<file path="config.mk">
export PLATFORM = sky130hd
export DESIGN_NAME = eth_sd_fifo_rd_ctrl
export DESIGN_NICKNAME = d
export VERILOG_FILES = /design/src/rtl/eth_sd_pkg.sv /design/src/rtl/eth_sd_rd_skid_fifo.sv /design/src/rtl/eth_sd_fifo_rd_ctrl.sv
export SDC_FILE = /design/constraint.sdc
export NUM_CORES = 1
export LEC_CHECK = 0
export CAP_MARGIN = 25
export CORE_UTILIZATION = 30
export DETAILED_ROUTE_END_ITERATION = 8
export GPL_TIMING_DRIVEN = 0
export HOLD_SLACK_MARGIN = 0.1
export SLEW_MARGIN = 20
export SYNTH_ARGS = -nofsm -noshare
export SYNTH_HDL_FRONTEND = slang
export SYNTH_SLANG_ARGS = --single-unit
</file>
<file path="constraint.sdc">
create_clock -name rd_clk -period 4.8 [get_ports rd_clk]
set_input_delay 0.96 -clock rd_clk [delete_from_list [all_inputs] [get_ports rd_clk]]
set_output_delay 0.96 -clock rd_clk [all_outputs]
set_load 0.005 [all_outputs]
</file>
<file path="src/rtl/eth_sd_pkg.sv">
// rtl/eth_sd_pkg.sv - shared state encoding and defaults for the SD FIFO read path
package eth_sd_pkg;

    typedef enum logic [1:0] {
        ST_IDLE  = 2'd0,
        ST_READ  = 2'd1,
        ST_DRAIN = 2'd2
    } eth_sd_state_t;

    // One 512-byte SD sector at 32 bits per word
    localparam int C_DEFAULT_BURST_LEN = 128;

endpackage

</file>
<file path="src/rtl/eth_sd_rd_skid_fifo.sv">
// rtl/eth_sd_rd_skid_fifo.sv - small skid FIFO absorbing FIFO read latency
module eth_sd_rd_skid_fifo #(
    parameter int c_WIDTH = 32,
    parameter int c_DEPTH = 2
) (
    input  logic                           clk,
    input  logic                           rst,
    input  logic                           push,
    input  logic [c_WIDTH-1:0]             push_data,
    input  logic                           pop,
    output logic [c_WIDTH-1:0]             pop_data,
    output logic [$clog2(c_DEPTH+1)-1:0]   count,
    output logic                           full,
    output logic                           empty
);

    localparam int c_CNT_W = $clog2(c_DEPTH + 1);
    localparam int c_PTR_W = (c_DEPTH > 1) ? $clog2(c_DEPTH) : 1;
    localparam logic [c_PTR_W-1:0] c_LAST_PTR = c_PTR_W'(c_DEPTH - 1);
    localparam logic [c_CNT_W-1:0] c_FULL_CNT = c_CNT_W'(c_DEPTH);

    logic [c_WIDTH-1:0] r_mem [c_DEPTH];
    logic [c_PTR_W-1:0] r_wr_ptr;
    logic [c_PTR_W-1:0] r_rd_ptr;
    logic [c_CNT_W-1:0] r_count;
    logic               w_do_push;
    logic               w_do_pop;

    assign empty     = (r_count == '0);
    assign full      = (r_count == c_FULL_CNT);
    assign count     = r_count;
    assign pop_data  = r_mem[r_rd_ptr];
    assign w_do_pop  = pop && !empty;
    // A push into a full buffer is fine when the head leaves in the same cycle
    assign w_do_push = push && (!full || w_do_pop);

    function automatic logic [c_PTR_W-1:0] next_ptr(input logic [c_PTR_W-1:0] p);
        return (p == c_LAST_PTR) ? '0 : p + 1'b1;
    endfunction

    // Storage, pointers and occupancy; push+pop together leaves count unchanged
    always_ff @(posedge clk or posedge rst) begin
        if (rst) begin
            for (int i = 0; i < c_DEPTH; i++) begin
                r_mem[i] <= '0;
            end
            r_wr_ptr <= '0;
            r_rd_ptr <= '0;
            r_count  <= '0;
        end else begin
            if (w_do_push) begin
                r_mem[r_wr_ptr] <= push_data;
                r_wr_ptr        <= next_ptr(r_wr_ptr);
            end
            if (w_do_pop) begin
                r_rd_ptr <= next_ptr(r_rd_ptr);
            end
            if (w_do_push && !w_do_pop) begin
                r_count <= r_count + 1'b1;
            end else if (!w_do_push && w_do_pop) begin
                r_count <= r_count - 1'b1;
            end
        end
    end

endmodule

</file>
<file path="src/rtl/eth_sd_fifo_rd_ctrl.sv">
// rtl/eth_sd_fifo_rd_ctrl.sv - burst reader turning FIFO contents into a framed stream
module eth_sd_fifo_rd_ctrl
    import eth_sd_pkg::*;
#(
    parameter int c_RD_DATA_WIDTH  = 32,
    parameter int c_RD_DEPTH_WIDTH = 10,
    parameter int c_BURST_LEN      = C_DEFAULT_BURST_LEN,
    parameter int c_RD_LATENCY     = 1
) (
    input  logic                          rd_clk,
    input  logic                          rd_rst,
    input  logic                          enable,
    output logic                          fifo_rd_en,
    input  logic [c_RD_DATA_WIDTH-1:0]    fifo_rd_data,
    input  logic                          fifo_rd_empty,
    input  logic [c_RD_DEPTH_WIDTH:0]     fifo_rd_water_level,
    output logic [c_RD_DATA_WIDTH-1:0]    m_data,
    output logic                          m_valid,
    input  logic                          m_ready,
    output logic                          m_sof,
    output logic                          m_eof,
    output logic                          busy,
    output logic                          burst_done,
    output logic [15:0]                   burst_cnt
);

    localparam int c_CNT_W      = c_RD_DEPTH_WIDTH + 1;
    localparam int c_SKID_DEPTH = c_RD_LATENCY + 1;
    localparam int c_SKID_CNT_W = $clog2(c_SKID_DEPTH + 1);
    localparam int c_OUT_W      = c_SKID_CNT_W + 2;

    localparam logic [c_CNT_W-1:0] c_BURST = c_CNT_W'(c_BURST_LEN);
    localparam logic [c_CNT_W-1:0] c_LAST  = c_CNT_W'(c_BURST_LEN - 1);
    localparam logic [c_OUT_W-1:0] c_CREDS = c_OUT_W'(c_SKID_DEPTH);

    eth_sd_state_t             r_state;
    logic [c_CNT_W-1:0]        r_issued;
    logic [c_CNT_W-1:0]        r_acc_idx;
    logic [15:0]               r_burst_cnt;
    logic [c_RD_LATENCY-1:0]   r_vld_pipe;

    logic                       w_rd_en;
    logic                       w_push;
    logic                       w_pop;
    logic                       w_last_word;
    logic                       w_done;
    logic [c_RD_DATA_WIDTH-1:0] w_skid_data;
    logic [c_SKID_CNT_W-1:0]    w_skid_count;
    logic                       w_skid_full;
    logic                       w_skid_empty;
    logic [c_OUT_W-1:0]         w_inflight;
    logic [c_OUT_W-1:0]         w_skid_net;

    eth_sd_rd_skid_fifo #(
        .c_WIDTH (c_RD_DATA_WIDTH),
        .c_DEPTH (c_SKID_DEPTH)
    ) u_skid (
        .clk       (rd_clk),
        .rst       (rd_rst),
        .push      (w_push),
        .push_data (fifo_rd_data),
        .pop       (w_pop),
        .pop_data  (w_skid_data),
        .count     (w_skid_count),
        .full      (w_skid_full),
        .empty     (w_skid_empty)
    );

    assign w_push      = r_vld_pipe[c_RD_LATENCY-1];
    assign m_valid     = !w_skid_empty;
    assign m_data      = w_skid_data;
    assign w_pop       = m_valid && m_ready;
    assign w_last_word = (r_acc_idx == c_LAST);
    assign m_sof       = m_valid && (r_acc_idx == '0);
    assign m_eof       = m_valid && w_last_word;
    assign w_done      = (r_state == ST_DRAIN) && w_pop && w_last_word;
    assign burst_done  = w_done;
    assign busy        = (r_state != ST_IDLE);
    assign burst_cnt   = r_burst_cnt;
    assign fifo_rd_en  = w_rd_en;

    // Credit check: words still travelling through the read latency plus what the
    // skid will hold after this cycle's pop must leave room for one more word
    always_comb begin
        w_inflight = '0;
        for (int i = 0; i < c_RD_LATENCY; i++) begin
            w_inflight = w_inflight + c_OUT_W'(r_vld_pipe[i]);
        end
        w_skid_net = c_OUT_W'(w_skid_count) - c_OUT_W'(w_pop);
        w_rd_en    = (r_state == ST_READ) && (r_issued < c_BURST) && !fifo_rd_empty &&
                     ((w_skid_net + w_inflight) < c_CREDS) && !(w_skid_full && !w_pop);
    end

    // Valid pipeline mirroring the FIFO read latency
    always_ff @(posedge rd_clk or posedge rd_rst) begin
        if (rd_rst) begin
            r_vld_pipe <= '0;
        end else begin
            r_vld_pipe[0] <= w_rd_en;
            for (int i = 1; i < c_RD_LATENCY; i++) begin
                r_vld_pipe[i] <= r_vld_pipe[i-1];
            end
        end
    end

    // Burst FSM with issue, accepted-word and completed-burst counters
    always_ff @(posedge rd_clk or posedge rd_rst) begin
        if (rd_rst) begin
            r_state     <= ST_IDLE;
            r_issued    <= '0;
            r_acc_idx   <= '0;
            r_burst_cnt <= '0;
        end else begin
            if (w_pop) begin
                r_acc_idx <= w_last_word ? '0 : r_acc_idx + 1'b1;
            end
            case (r_state)
                ST_IDLE: begin
                    if (enable && (fifo_rd_water_level >= c_BURST)) begin
                        r_state  <= ST_READ;
                        r_issued <= '0;
                    end
                end
                ST_READ: begin
                    if (w_rd_en) begin
                        r_issued <= r_issued + 1'b1;
                        if (r_issued == c_LAST) begin
                            r_state <= ST_DRAIN;
                        end
                    end
                end
                ST_DRAIN: begin
                    if (w_done) begin
                        r_state     <= ST_IDLE;
                        r_burst_cnt <= r_burst_cnt + 16'd1;
                    end
                end
                default: r_state <= ST_IDLE;
            endcase
        end
    end

endmodule
</file>
# [Yosys cells after proc, flatten, opt, wreduce, memory -nomap -nowiden]
# Cells that the tools add are included.
[op_classes] eq_ne=9 muxes=19 order_cmp=6 addsub=9 bitwise=2 n_reduce_logical=33
[ops] op="32-bit two-way mux" n=4
[ops] op="64-bit bitwise mux" n=1
[ops] op="11-bit two-way mux" n=3
[ops] op="32-bit demux with 1-bit select" n=1
[ops] op="11-bit by 1-bit adder with 11-bit output, second input constant" n=2
[ops] op="11-bit by 7-bit equality test with 1-bit output, second input constant" n=2
[ops] op="11-bit one-hot mux with 2 select lines" n=1
[ops] op="16-bit by 1-bit adder with 16-bit output, second input constant" n=1
[ops] op="1-bit logical AND" n=16
[ops] op="2-bit two-way mux" n=6
[ops] op="11-bit by 8-bit >= comparator with 1-bit output, second input constant" n=1
[ops] op="11-bit zero test" n=1
[ops] op="11-bit by 8-bit less-than comparator with 1-bit output, second input constant" n=1
[ops] op="1-bit zero test" n=7
[ops] op="2-bit inequality test, second input constant" n=3
[ops] op="2-bit one-hot mux with 3 select lines" n=1
[ops] op="2-bit nonzero test" n=3
[ops] op="3-bit by 2-bit adder with 4-bit output" n=1
[ops] op="2-bit equality test, second input constant" n=2
[ops] op="2-bit >= comparator, second input constant" n=2
[ops] op="2-bit zero test" n=2
[ops] op="4-bit by 2-bit less-than comparator with 1-bit output, second input constant" n=1
[ops] op="1-bit NOT with 2-bit output" n=2
[ops] op="4-bit AND reduction" n=1
[ops] op="11 further kinds" n=13
[word_totals] output_inout_bits=54 reg_bits=109

# [Longest topological paths before layout]
# Gate-level depths: netlist (run 1).
[logic_depth] word_depth=10 depth_mapped=10 depth_no_buf=9

# [Cells and area by module]
# From an unflattened synthesis (run 1), not the netlist that was laid out.
[hier_totals] cells_unflattened=393 hier_area_um2=5232.5
[by_module_without_submodules] mod="eth_sd_rd_skid_fifo" instances=1 cells_per_inst=190 seq_area_each_um2=1701.6 area_per_inst_um2=3115.5
[by_module_without_submodules] mod="eth_sd_fifo_rd_ctrl" instances=1 cells_per_inst=203 seq_area_each_um2=1026.0 area_per_inst_um2=2117.0

# [Worst setup path before layout (run 1)]
# OpenSTA, ideal clock, no wires.
[synth_timing] path_kind="input-to-output" from="input port m_ready" to="output port fifo_rd_en" stages=8 slack_ps=1222 required_ps=3840 arrival_time_ps=2618 cell_sequence="nand3b_1 > inv_1 > ha_1 > inv_1 > ha_1 > nor4b_1 > nand3_1 > a21oi_1"
[synth_via] elab_chain_len=6 elab_cells_between_ends=9
[synth_rtl] element="from (decl)" line_no="eth_sd_fifo_rd_ctrl.sv:19" text="input logic m_ready,"
[synth_rtl] element="1-bit logical AND *" line_no="eth_sd_fifo_rd_ctrl.sv:72" text="assign w_pop = m_valid && m_ready;"
[synth_rtl] element="2-bit by 1-bit subtractor with 3-bit output" line_no="eth_sd_fifo_rd_ctrl.sv:89" text="w_skid_net = c_OUT_W'(w_skid_count) - c_OUT_W'(w_pop);"
[synth_rtl] element="3-bit by 2-bit adder with 4-bit output" line_no="eth_sd_fifo_rd_ctrl.sv:91" text="((w_skid_net + w_inflight) < c_CREDS) && !(w_skid_full && !w_pop);"
[synth_rtl] element="4-bit by 2-bit less-than comparator with 1-bit output" line_no="eth_sd_fifo_rd_ctrl.sv:91"
[synth_rtl] element="1-bit logical AND" line_no="eth_sd_fifo_rd_ctrl.sv:90" text="w_rd_en = (r_state == ST_READ) && (r_issued < c_BURST) && !fifo_rd_empty &&"
[synth_rtl] element="1-bit logical AND *" line_no="eth_sd_fifo_rd_ctrl.sv:91"
[synth_rtl] element="to (decl)" line_no="eth_sd_fifo_rd_ctrl.sv:13" text="output logic fifo_rd_en,"
# Every way passes the cells marked *; elsewhere a longest branch is shown, timed or not.

# [Worst setup path after layout (run 1)]
# Ends and elaborated chain as after synthesis.

==> impl_metrics.tcl, run 1 <==
set metrics [dict create \
    dp.cells 708 \
    top_usage_layer "met2" \
    post-route-min-period_ns 4.305 \
    gp_congestion 0.7485 \
    drt_iter0_drc 178 \
    area_growth_pct 30.45 \
    critPathMaxStageDelay_ns 0.53 \
    p_comb_share_pct 43.0 \
    place_hpwl_microns 7357 \
    setup_tns_ns 0 \
    setup_viol 0 \
    crit_path_cell_trace "dlymetal6s2s_1 > nand3b_1 > inv_1 > ha_1 > inv_1 > ha_1 > nor4b_2 > nand3_1 > a21oi_4 > clkdlybuf4s50_1" \
    p_seq_share_pct 38.8 \
    ys.flop_type "dfrtp_1" \
    fillers 1585 \
    die_x_microns 132.4 \
    clk-insertion-delay-late_ns 0.35 \
    p_switching_mw 1.120 \
    root_buffer "clkbuf_16" \
    synth-seq-cells 109 \
    synth_largest_area_cell "dfrtp_1" \
    dieArea_sq_um 17540 \
    finalCritPeriodShare_pct 89.68 \
    io-pin-count 102 \
    grt_usage_pct 12.57 \
    layout.nets 556 \
    synthTopCellsByArea "dfrtp_1 53%, mux2_2 21%, xnor2_1 3.9%" \
    synthArstFlopShare_pct 100.0 \
    wl_per_cell_microns 14.56 \
    relSlewSlack_pct 46.17 \
    cts_num_sinks 109 \
    initial_core_util_pct 30.78 \
    via_per_inst 4.725 \
    syn_area_sq_um 5104 \
    power_density_nw_per_um2 563.5 \
    io_buffer_count 94 \
    critical_path_class "in -> out" \
    layout_common_cells "109 x dfrtp_1, 95 x mux2_2, 93 x clkdlybuf4s50_1" \
    ir_drop_uv 231.9 \
    timing.fmax_ghz 0.2323 \
    internal_power_mw 2.631 \
    drtPass1Iterations 4 \
    required_ns 3.84 \
    gr-usage-met1_pct 16.41 \
    hold_path.class "reg -> reg" \
    grt_pass1_vias 3466 \
    die_h_microns 132.4 \
    drc_errors 0 \
    end_kind "primary output" \
    clock_skew_ns 0.01034 \
    layout.cells.non_filler 726 \
    core_area_sq_um 16580 \
    worst_pin_slew_ns 0.8013 \
    rows 47 \
    pre_cts_ws_ns -0.2626 \
    worstPathArrival_ns 3.34 \
    maxSlewViolCount 0 \
    path_clk_slew_ns 0.07 \
    cp_max_fo 6 \
    clkPwrFrac_pct 18.3 \
    power_leakage_nw 2.817 \
    ant_nets 0 \
    hold_ws_ns 0.4757 \
    syn_nets 449 \
    gr-usage-met3_pct 3.027 \
    rsz0062_at_grt "false" \
    grt_max_degree 65 \
    cp_slowest_cell "clkdlybuf4s50_1" \
    ys_types 48 \
    syn_area_per_cell_sq_um 12.99 \
    p_total_mw 3.751 \
    synth_edf_count 0 \
    hold_viol 0 \
    cts_made_buffers 9 \
    postCtsHoldBufs 0 \
    cap_violations 0 \
    startpoint_type "input pin" \
    grt_pass1_wl_microns 17680 \
    status "finished clean" \
    swShare_pct 29.87 \
    synth-seq-area-share_pct 53.44 \
    met2_usage_pct 20.70 \
    vias 3430 \
    final_common_cell "dfrtp_1" \
    cts_tree "built" \
    cts-htree-levels 3 \
    cts_max_path_buffers 2 \
    netlist_instances 393 \
    antenna_found_initial 1 \
    routed_wl_microns 10570 \
    synth_warnings 0 \
    layout-drive-gt1-share_pct 27.52 \
    fin_ws_ns 0.4955 \
    synth_top_area_share_pct 53.44 \
    grt.overflow.total 0 \
]
==> cell type report <==
| type | count | area [sq um] | area share, % |
|---|---|---|---|
| Multi-Input combinational cell | 257 | 2282 | 34.28 |
| Clock buffer | 10 | 229.0 | 3.439 |
| Sequential cell | 109 | 2728 | 40.97 |
| Buffer | 14 | 68.82 | 1.034 |
| Tap cell | 220 | 275.3 | 4.135 |
| Clock inverter | 6 | 40.04 | 0.6014 |
| Inverter | 13 | 53.80 | 0.8081 |
| Antenna cell | 1 | 2.502 | 0.03759 |
| Timing Repair Buffer | 96 | 978.4 | 14.70 |
==> layer usage <==
| metal | vias to the layer above | part of all wire (%) |
|---|---|---|
| met5 | - | 0 |
| met4 | 0 | 1.1 |
| met3 | 11 | 3.8 |
| met2 | 69 | 49 |
| met1 | 1741 | 46 |
| li1 | 1609 | - |
==> stage by stage <==
step | util, % | cell area, sq um
floorplan | - | 5104
global placement | 38.11 | 6320
detailed placement | 38.31 | 6352
CTS | 40.00 | 6633
global route | 40.15 | 6658
finish | 40.15 | 6658
==> sequential cells by signal, indices dropped and copies added (netlist names) <==
name,cells
u_skid.count,2
u_skid.r_rd_ptr,1
r_state,2
r_vld_pipe,1
r_issued,11
u_skid.r_mem,64
r_acc_idx,11
u_skid.r_wr_ptr,1
burst_cnt,16
==> power by group through the flow <==
stage / clock, mW / combinational [mW] / sequential (mW)
detailed placement: 0 / 1.61 / 1.47
CTS: 0.720 / 1.63 / 1.45
floorplan: 0 / 0.974 / 1.41
global placement: 0 / 1.57 / 1.44
global route: 0.759 / 1.76 / 1.50
finish: 0.685 / 1.61 / 1.45
==> cells in the mapped netlist (all sizes together) (2+ instances only) <==
cell	instances
a2111oi	3
nand4	8
inv	13
and2	3
mux2i	7
nor4	8
clkbuf	6
and3	7
or2	2
buf	8
a21oi	3
nor2	9
ha	8
o21ai	2
nand3	14
or3b	2
dfrtp	109
nor3	3
and4	4
xnor2	23
nand2b	7
xor2	5
mux2	97
a211oi	4
nand2	23
==> path summary, 6_finish.rpt <==
kind | start | end | slack, ns | depth (start not counted)
max | m_ready | fifo_rd_en | 0.50 | 10
min | r_acc_idx[10] | r_acc_idx[10] | 0.48 | 1
max reg2reg | u_skid.count[0] | r_state[0] | 1.86 | 11
min reg2reg | r_acc_idx[10] | r_acc_idx[10] | 0.48 | 1
max in group asynchronous | rd_rst | u_skid.r_mem[60] | 3.13 | 3
min in group asynchronous | rd_rst | burst_cnt[14] | 1.02 | 2
==> critical path: cells and delay by family <==
kind | cells | cell delay (ns)
buffers and inverters | 4 | 0.97
AO/OA/AOI/OAI | 1 | 0.23
adder cells (fa/ha/maj) | 2 | 0.46
AND/OR/NAND/NOR | 3 | 0.74
==> repair_timing <==
item | in CTS | in global routing
endpoints found under the hold margin | 0 | 0
resized for setup | 1 | 4
endpoints found under the setup margin | 1 | 1
gates cloned | 0 | 0
buffers inserted | 1 | 0
pin swaps | 1 | 0
==> cell families after synthesis <==
kind of cell / Yosys count / synth area share, %
simple gates: 96 / 11.30
fa+ha+maj: 8 / 1.961
flops: 109 / 53.44
xor+xnor: 28 / 4.805
buf+inv: 27 / 2.304
mux: 104 / 22.85
compound gates: 21 / 3.334
(Power assumes the default switching activity.)
==> run 2: changes to the inputs <==
--- a/config.mk
+++ b/config.mk
@@ -6,10 +6,11 @@
 export NUM_CORES = 1
 export LEC_CHECK = 0
 export CAP_MARGIN = 25
+export CORE_MARGIN = 2
 export CORE_UTILIZATION = 30
 export DETAILED_ROUTE_END_ITERATION = 8
 export GPL_TIMING_DRIVEN = 0
-export HOLD_SLACK_MARGIN = 0.1
+export SKIP_CTS_REPAIR_TIMING = 1
 export SLEW_MARGIN = 20
 export SYNTH_ARGS = -nofsm -noshare
 export SYNTH_HDL_FRONTEND = slang
==> impl_metrics.tcl, run 2 (same netlist as run 1, synthesis figures left out) <==
set metrics [dict create \
    hold_ws_ns 0.4800 \
    layout.cells.non_filler 727 \
    clkPwrFrac_pct 20.5 \
    area_growth_pct 31.72 \
    io_buffer_count 94 \
    root_buffer "clkbuf_16" \
    hold_viol 0 \
    gp_congestion 0.7829 \
    drtPass1Iterations 4 \
    drt_iter0_drc 83 \
    hold_depth 1 \
    final_core_utilization_pct 40.54 \
    cts_tree "built" \
    largest_reg_flops 64 \
    routed_wl_microns 10640 \
    path_clk_slew_ns 0.06 \
    diodes 0 \
    internal_power_mw 2.750 \
    grt_max_degree 68 \
    worst_pin_slew_ns 0.8402 \
    worstPathArrival_ns 3.33 \
    die_h_microns 134.4 \
    fin_ws_ns 0.5132 \
    initial_core_util_pct 30.78 \
    ant_nets 0 \
    clock_skew_ns 0.006248 \
    grt_pass1_vias 3566 \
    setup_tns_ns 0 \
    p_switching_mw 1.121 \
    rsz0062_at_grt "false" \
    via_per_inst 4.616 \
    clk-insertion-delay-late_ns 0.35 \
    p_seq_share_pct 37.5 \
    io-pin-count 102 \
    startpoint_type "input pin" \
    power_leakage_nw 2.848 \
    vias 3356 \
    cts-htree-levels 3 \
    layout_common_cells "109 x dfrtp_1, 95 x mux2_2, 93 x clkdlybuf4s50_1" \
    layout.nets 558 \
    layout-drive-gt1-share_pct 27.81 \
    end_kind "primary output" \
    swShare_pct 28.96 \
    cts_made_buffers 9 \
    rows 47 \
    final_common_cell "dfrtp_1" \
    maxSlewViolCount 0 \
    ir_drop_uv 211.1 \
    cts_num_sinks 109 \
    post-route-min-period_ns 4.287 \
    dp.cells 708 \
    setup_viol 0 \
    rr_worst_depth 10 \
    dieArea_sq_um 18070 \
    critical_path_class "in -> out" \
    die_x_microns 134.4 \
    drc_errors 0 \
    p_comb_share_pct 41.9 \
    antenna_found_initial 0 \
    cap_violations 0 \
    place_hpwl_microns 7343 \
    status "finished clean" \
    core_area_sq_um 16580 \
    hold_path.class "reg -> reg" \
    wl_per_cell_microns 14.63 \
    power_density_nw_per_um2 575.8 \
    required_ns 3.84 \
    cp_max_fo 6 \
    regMostFlops "u_skid.r_mem" \
    grt.overflow.total 0 \
    grt_pass1_wl_microns 17810 \
    pre_cts_ws_ns -0.2647 \
    grt_usage_pct 12.32 \
    fillers 1608 \
    finalCritPeriodShare_pct 89.31 \
    timing.fmax_ghz 0.2333 \
    cts_max_path_buffers 2 \
    relSlewSlack_pct 43.55 \
]
[run 2: changes by cell type in the layout (fill, tap and decap cells not counted), sizes merged]
cell	previous run	this run
inv	13	14
clkinv	5	1
diode	1	0
buf	10	12
clkbuf	16	17
bufinv	0	2
[run 2: layer usage]
layer  up-vias  GRT usage, %  share of wire, %
met3         8         3.288               3.8
met5         -             0                 0
met4         0         3.860               1.3
li1       1624             -                 -
met2        58         20.98                50
met1      1666         15.26                45
[run 2: critical path, stage by stage]
cell	delay, ns
dlymetal6s2s_1	0.20
nand3b_1	0.20
inv_1	0.09
ha_1	0.28
inv_1	0.04
ha_1	0.27
nor4b_2	0.33
nand3_2	0.22
a21oi_4	0.21
clkdlybuf4s50_1	0.53
[run 2: power groups by stage]
stage	logic (mW)	clock network [mW]	registers [mW]
detailed placement	1.62	0	1.47
finish	1.62	0.794	1.45
global placement	1.58	0	1.44
floorplan	0.974	0	1.41
CTS	1.63	0.829	1.45
global route	1.78	0.878	1.51
[run 2: cell type report]
class	instances	area [sq um]	area share, %
clock buffer	11	232.7	3.462
sequential	109	2728	40.57
clock inverter	5	83.83	1.247
inverter	13	53.80	0.8003
timing repair buffer	98	993.5	14.78
multi-input combinational	257	2287	34.02
tap	220	275.3	4.095
buffer	14	68.82	1.024
[run 2: final timing paths]
kind	startpoint	end	slack, ns
max	m_ready	fifo_rd_en	0.51
min	burst_cnt[15]	burst_cnt[15]	0.48
max reg2reg	u_skid.count[0]	r_state[0]	1.98
min reg2reg	burst_cnt[15]	burst_cnt[15]	0.48
max in group asynchronous	rd_rst	u_skid.r_mem[30]	3.14
min in group asynchronous	rd_rst	u_skid.r_mem[3]	1.00
[run 2: stage by stage]
step	total power [mW]	cell area, sq um
final	3.871	6723
after CTS	3.912	6669
after global placement	3.024	6320
after detailed placement	3.089	6352
after global routing	4.160	6723
after floorplan	2.385	5104
==> run 3: changes to the inputs <==
==> constraint.sdc (replaced) <==
create_clock -name rd_clk -period 5.1 [get_ports rd_clk]
set_input_delay 1.02 -clock rd_clk [delete_from_list [all_inputs] [get_ports rd_clk]]
set_output_delay 1.02 -clock rd_clk [all_outputs]
set_load 0.005 [all_outputs]
==> impl_metrics.tcl, run 3 (same netlist as run 1, synthesis figures left out) <==
set metrics [dict create \
    relSlewSlack_pct 43.71 \
    power_density_nw_per_um2 541.6 \
    cp_max_fo 7 \
    setup_viol 0 \
    ant_nets 0 \
    layout.cells.non_filler 724 \
    io-pin-count 102 \
    post-route-min-period_ns 4.820 \
    cap_violations 0 \
    place_hpwl_microns 7343 \
    regMostFlops "u_skid.r_mem" \
    path_clk_slew_ns 0.06 \
    diodes 0 \
    timing.fmax_ghz 0.2075 \
    hold_path.class "reg -> reg" \
    grt_max_degree 68 \
    dieArea_sq_um 18070 \
    pre_cts_ws_ns -0.08469 \
    hold_viol 0 \
    die_x_microns 134.4 \
    dp.cells 708 \
    rsz0062_at_grt "false" \
    cts_tree "built" \
    ir_drop_uv 199.0 \
    final_common_cell "dfrtp_1" \
    maxSlewViolCount 0 \
    worst_pin_slew_ns 0.8379 \
    stdcell_area_sq_um 6691 \
    cts_made_buffers 9 \
    layout-drive-gt1-share_pct 27.18 \
    startpoint_type "input pin" \
    drt_iter0_drc 100 \
    drc_errors 0 \
    grt_pass1_wl_microns 17810 \
    area_growth_pct 31.11 \
    finalCritPeriodShare_pct 94.51 \
    power_leakage_nw 2.824 \
    rows 47 \
    post_dp_cell_area_sq_um 6352 \
    wl_per_cell_microns 14.65 \
    cts_max_path_buffers 2 \
    io_buffer_count 94 \
    grt_usage_pct 12.32 \
    end_kind "primary output" \
    antenna_found_initial 0 \
    status "finished clean" \
    gp_congestion 0.7829 \
    clk-insertion-delay-late_ns 0.35 \
    critical_path_class "in -> out" \
    core_area_sq_um 16580 \
    via_per_inst 4.627 \
    grt_pass1_vias 3566 \
    routed_wl_microns 10600 \
    grt.overflow.total 0 \
    largest_reg_flops 64 \
    cts-htree-levels 3 \
    layout_common_cells "109 x dfrtp_1, 95 x mux2_2, 94 x clkdlybuf4s50_1" \
    initial_core_util_pct 30.78 \
    root_buffer "clkbuf_16" \
    drtPass1Iterations 4 \
    worstPathArrival_ns 3.80 \
    die_h_microns 134.4 \
    vias 3350 \
    required_ns 4.08 \
    fin_ws_ns 0.2801 \
    layout.nets 555 \
    clock_skew_ns 0.006554 \
    setup_tns_ns 0 \
    cts_num_sinks 109 \
]
## run 3: cell types whose count changed in the layout (fill, tap and decap cells not counted)
cell,before,now
a31oi_2,1,0
clkdlybuf4s50_1,93,94
dlymetal6s2s_1,1,0
buf_4,3,0
a31oi_1,0,1
## run 3: layer usage
layer / up-vias / global-route usage (%) / part of all wire [%] / wire length [microns]
met2: 63 / 20.98 / 50 / 5301
met3: 7 / 3.288 / 4.0 / 421
met1: 1659 / 15.26 / 45 / 4780
met5: - / 0 / 0 / 0
met4: 0 / 3.860 / 0.93 / 99
li1: 1621 / - / - / -
## run 3: cell type report
cell class,count,area [sq um]
Buffer,14,68.82
Clock buffer,11,232.7
Clock inverter,5,83.83
Fill cell,1611,9892
Inverter,13,53.80
Multi-Input combinational cell,257,2281
Sequential cell,109,2728
Tap cell,220,275.3
Timing Repair Buffer,95,968.4
## run 3: final timing paths
| kind | from | endpoint | slack (ns) | cells past startpoint |
|---|---|---|---|---|
| max | m_ready | fifo_rd_en | 0.28 | 10 |
| min | burst_cnt[15] | burst_cnt[15] | 0.48 | 1 |
| max reg2reg | u_skid.count[0] | r_state[0] | 2.27 | 10 |
| min reg2reg | burst_cnt[15] | burst_cnt[15] | 0.48 | 1 |
| max in group asynchronous | rd_rst | u_skid.r_mem[30] | 3.39 | 3 |
| min in group asynchronous | rd_rst | u_skid.r_mem[3] | 1.06 | 2 |
## run 3: worst max-delay path, stage by stage
cell             delay (ns)
clkdlybuf4s50_1        0.53
nand3b_1               0.22
inv_1                  0.08
ha_1                   0.28
inv_1                  0.04
ha_1                   0.27
nor4b_2                0.32
nand3_2                0.23
a21oi_4                0.25
clkdlybuf4s50_1        0.54
## run 3: power by group
part | total (mW) | switching [mW] | internal [mW]
clock network | 0.748 | 0.315 | 0.434
registers | 1.37 | 0.180 | 1.19
logic | 1.51 | 0.556 | 0.952
## run 3: per-stage QoR
stage                     power (mW)  hold slack (ns)  utilization (%)
after floorplan                2.245           0.4426                -
after global placement         2.846           0.4547            38.11
after detailed placement       2.907           0.4722            38.31
after CTS                      3.681           0.4850            40.21
after global routing           3.893           0.5073            40.35
final                          3.624           0.4800            40.35
